==> config.mk <==
export PLATFORM = sky130hd
export DESIGN_NAME = ram_fifo_ctrl
export DESIGN_NICKNAME = d
export VERILOG_FILES = /design/src/rtl/ram_fifo_ctrl.sv
export SDC_FILE = /design/constraint.sdc
export NUM_CORES = 1
export LEC_CHECK = 0
export ABC_AREA = 1
export BUFFER_PORTS_ARGS = -buffer_cell sky130_fd_sc_hd__buf_2
export CORE_MARGIN = 4
export CORE_UTILIZATION = 40
export CTS_CLUSTER_SIZE = 12
export DETAILED_ROUTE_END_ITERATION = 16
export HOLD_SLACK_MARGIN = 0.08
export MAX_ROUTING_LAYER = met4
export PLACE_DENSITY = 0.82
export SLEW_MARGIN = 20
export SYNTH_ARGS = -nofsm -noshare
export SYNTH_HDL_FRONTEND = slang
export SYNTH_SLANG_ARGS = --single-unit
==> constraint.sdc <==
create_clock -name clk -period 1.9 [get_ports clk]
set_input_delay 0.19 -clock clk [delete_from_list [all_inputs] [get_ports clk]]
set_output_delay 0.19 -clock clk [all_outputs]
set_load 0.03 [all_outputs]
==> src/rtl/ram_fifo_ctrl.sv <==
// FIFO controller driving a 64x8 dual-port RAM: port 1 writes pushes, port 2 reads pops.
// Popped data arrives on rd_data one cycle after the pop, qualified by rd_valid.
module ram_fifo_ctrl #(
    parameter int DATA_W   = 8,
    parameter int ADDR_W   = 6,
    parameter int AFULL_TH = 56
) (
    input  logic              clk,
    input  logic              rst_n,
    input  logic              wr_en,
    input  logic [DATA_W-1:0] wr_data,
    input  logic              rd_en,
    output logic [DATA_W-1:0] rd_data,
    output logic              rd_valid,
    output logic              full,
    output logic              empty,
    output logic              almost_full,
    output logic [ADDR_W:0]   count,
    output logic              overflow,
    output logic              underflow,
    input  logic              clr_flags,
    output logic [DATA_W-1:0] ram_data1,
    output logic [ADDR_W-1:0] ram_adr1,
    output logic              ram_we1,
    output logic [DATA_W-1:0] ram_data2,
    output logic [ADDR_W-1:0] ram_adr2,
    output logic              ram_we2,
    input  logic [DATA_W-1:0] ram_q2
);
    localparam int PTR_W = ADDR_W + 1;
    localparam logic [PTR_W-1:0] AFULL_LVL = PTR_W'(AFULL_TH);

    logic [PTR_W-1:0] wr_ptr_reg, rd_ptr_reg;
    logic [PTR_W-1:0] wr_ptr_next, rd_ptr_next;
    logic             rd_valid_reg, overflow_reg, underflow_reg;
    logic             overflow_next, underflow_next;
    logic             full_int, empty_int, push_ok, pop_ok;

    // Equal low bits with differing wrap bits means one full lap ahead.
    assign full_int  = (wr_ptr_reg[ADDR_W-1:0] == rd_ptr_reg[ADDR_W-1:0]) &&
                       (wr_ptr_reg[ADDR_W] != rd_ptr_reg[ADDR_W]);
    assign empty_int = (wr_ptr_reg == rd_ptr_reg);

    // Gated by rst_n so the RAM sees no write strobe while reset is held.
    assign push_ok = rst_n & wr_en & ~full_int;
    assign pop_ok  = rst_n & rd_en & ~empty_int;

    assign count       = wr_ptr_reg - rd_ptr_reg;
    assign full        = full_int;
    assign empty       = empty_int;
    assign almost_full = (count >= AFULL_LVL);
    assign overflow    = overflow_reg;
    assign underflow   = underflow_reg;
    assign rd_valid    = rd_valid_reg;
    assign rd_data     = ram_q2;

    assign ram_adr1  = wr_ptr_reg[ADDR_W-1:0];
    assign ram_data1 = wr_data;
    assign ram_we1   = push_ok;
    assign ram_adr2  = rd_ptr_reg[ADDR_W-1:0];
    assign ram_data2 = '0;
    assign ram_we2   = 1'b0;

    always_comb begin
        wr_ptr_next    = wr_ptr_reg + {{ADDR_W{1'b0}}, push_ok};
        rd_ptr_next    = rd_ptr_reg + {{ADDR_W{1'b0}}, pop_ok};
        // A new rejection wins over a simultaneous clear.
        overflow_next  = (wr_en & full_int)  | (overflow_reg  & ~clr_flags);
        underflow_next = (rd_en & empty_int) | (underflow_reg & ~clr_flags);
    end

    always_ff @(posedge clk or negedge rst_n) begin
        if (!rst_n) begin
            wr_ptr_reg    <= '0;
            rd_ptr_reg    <= '0;
            rd_valid_reg  <= 1'b0;
            overflow_reg  <= 1'b0;
            underflow_reg <= 1'b0;
        end else begin
            wr_ptr_reg    <= wr_ptr_next;
            rd_ptr_reg    <= rd_ptr_next;
            rd_valid_reg  <= pop_ok;
            overflow_reg  <= overflow_next;
            underflow_reg <= underflow_next;
        end
    end
endmodule
==> flow_summary.yaml <==
min_path:
  min-delay-start: "wr_en"
  hold_class: "in2reg"
yosys:
  synth_cells: 164
  synth_seq_area_share_pct: 31.6
  synth-simple-area-share_pct: 18.8
  ys_types: 24
  ys_ff_latch: 17
  syn_area_per_cell_um2: 8.22
  synth_area_mm2: 0.00135
  synth_warnings: 0
  synth_adder_area_share_pct: 10.8
  synth_mux_area_share_pct: 0
  synth_compound_area_share_pct: 1.76
  synth_xor_area_share_pct: 8.36
  synth_top_family_by_area: "buffers and inverters"
timing:
  hold_violations: 0
  min_period_ns: 2.07
  clock.fmax_ghz: 0.482
  slew_violations: 0
  worst_slack_ns: -0.175
  setup_viol: 7
  finClkSkew_ns: 0.00149
  grt_setup_unrepaired: "true"
  fin_crit_sh_pct: 109
floorplan:
  core_area_mm2: 0.00313
  dieWidth_um: 66.0
  placementRows: 20
  pin_count: 72
  start_util_pct: 43.1
  die_h_um: 66.0
  die-area_mm2: 0.00436
clock_network:
  cts_tree: "done"
  htreeDepth: 1
  cts_made_buffers: 3
  ctsLongestPathBuffers: 2
  cts_root_buf: "clkbuf_4"
  clk_pin_slew_ns: 0.10
  cts_sinks: 17
  clkLatencyLatePin_ns: 0.30
setup_path:
  crit_required_ns: 1.71
  timing.rr.end: "rd_ptr_reg[6]"
  r2r_cells: 11
  end_kind: "output port"
  path_max_fanout: 2
  r2r_start: "wr_ptr_reg[4]"
  arrival_ns: 1.88
  startpoint_type: "register"
  crit_path_end: "almost_full"
  crit_type: "reg2out"
  startpoint: "rd_ptr_reg[0]"
  ff2ff_setup_slack_ns: -0.04
routing:
  drt-total-wl_um: 3010
  drtIter0Drc: 23
  antenna_left: 0
  avgViaCountPerCell: 4.34
  post_drt_wl_per_cell_um: 12.2
  dr_total_vias: 1067
  drc: 0
  drtPass1Iterations: 4
final_layout:
  seq_area_um2: 428
  multi_input_area_um2: 825
  fin_nets: 235
  layout-drive-gt1-share_pct: 57.4
  syn_to_final_growth_pct: 43.5
  antenna_cells: 0
  final_core_util_pct: 61.8
  n_fill_cell: 265
global_route:
  grt_pass1_vias: 1096
  overflow: 0
  track_usage_pct: 14.6
  grt_pass1_wl_um: 4770
  grt_antenna_before_repair: 0
  grt_max_degree: 15
outcome:
  status: "finished with violations"
  violations: "negative setup slack"
job:
  maxCapViolations: 0
placed_design:
  port_buffers: 30
  pre_cts_slack_ns: -0.0843
  hpwl_um: 2230
  place_congestion: 0.812
==> placed cells by master, fill, tap and decap left out, types with 3 or more instances in the layout <==
master    netlist  final
buf_2           0     21
buf_4          37     22
buf_6           0     18
clkbuf_4        0      3
conb_1          1      9
dfrtp_1        17     15
ha_4            0      9
inv_1          25     20
inv_2           2      7
nand2_1        30     19
nand2_2         2     11
nand3_1         8      5
nor2_4          1      5
xor2_1          9      8
==> metal layers <==
| layer | track usage, % | up-vias | wire length [µm] |
|---|---|---|---|
| li1 | - | 525 | - |
| met1 | 15.9 | 496 | 1190 |
| met2 | 25.9 | 39 | 1590 |
| met3 | 4.59 | 7 | 196 |
| met4 | 3.55 | 0 | 31 |
| met5 | - | - | 0 |
==> synth_stat cells, drive strengths merged <==
cell type / number / area [µm²]
nor2: 8 / 40.0
nand2: 32 / 125
xnor2: 2 / 17.5
conb: 1 / 3.75
clkinv: 1 / 3.75
inv: 27 / 101
dfrtp: 17 / 425
o21ai: 2 / 13.8
fa: 1 / 20.0
or2: 1 / 6.26
buf: 37 / 278
nor3: 3 / 15.0
ha: 10 / 125
nand4: 2 / 27.5
a21oi: 2 / 10.0
nand3: 8 / 40.0
xor2: 10 / 95.1
==> worst min path at each step <==
stage	to	cells past startpoint
after floorplan	overflow	0
after global placement	wr_ptr_reg[1]	1
after detailed placement	overflow	1
after CTS	overflow	3
after global routing	overflow	3
final	overflow	3
==> what timing repair did <==
item	in CTS	in global routing
gates resized for setup	29	32
buffers inserted	6	5
cloned	0	0
hold endpoints to repair	19	0
pin swaps	14	13
setup endpoints to repair	10	16
hold buffers	2	0
==> critical path, cell delays in order, from the launching register on <==
cell     delay, ns
dfrtp_1       0.41
ha_2          0.19
fa_2          0.35
inv_2         0.06
nand2_2       0.06
nand2_2       0.08
nand2_2       0.06
nand2_1       0.06
nand2_1       0.06
nand2_2       0.07
nand2_1       0.07
buf_6         0.14
==> cell type report <==
type | count | area share [%]
Multi-Input combinational cell | 90 | 42.6
Timing Repair Buffer | 63 | 25.5
Sequential cell | 17 | 22.1
Inverter | 28 | 5.56
Tap cell | 44 | 2.85
Clock buffer | 4 | 1.36
==> stage by stage <==
step / cells / hold slack, ns / cell area [µm²] / TNS [ns]
after floorplan: 172 / -0.106 / 1500 / -0.609
after global placement: 229 / 0.00976 / 1580 / 0
after detailed placement: 229 / 0.0123 / 1580 / -0.0863
after CTS: 241 / 0.107 / 1770 / -0.517
after global routing: 246 / 0.118 / 1930 / -1.67
final: 246 / 0.110 / 1930 / -0.475
==> logic make-up after synthesis <==
kind of cell / after synthesis
AND/OR/NAND/NOR: 54
AO/OA/AOI/OAI: 4
buffers and inverters: 65
XOR/XNOR: 12
adder cells (fa/ha/maj): 11
flip-flops: 17
other: 1
Power is not shown: default switching activity piles up to over one toggle a cycle in this logic, so the estimate is an artifact.
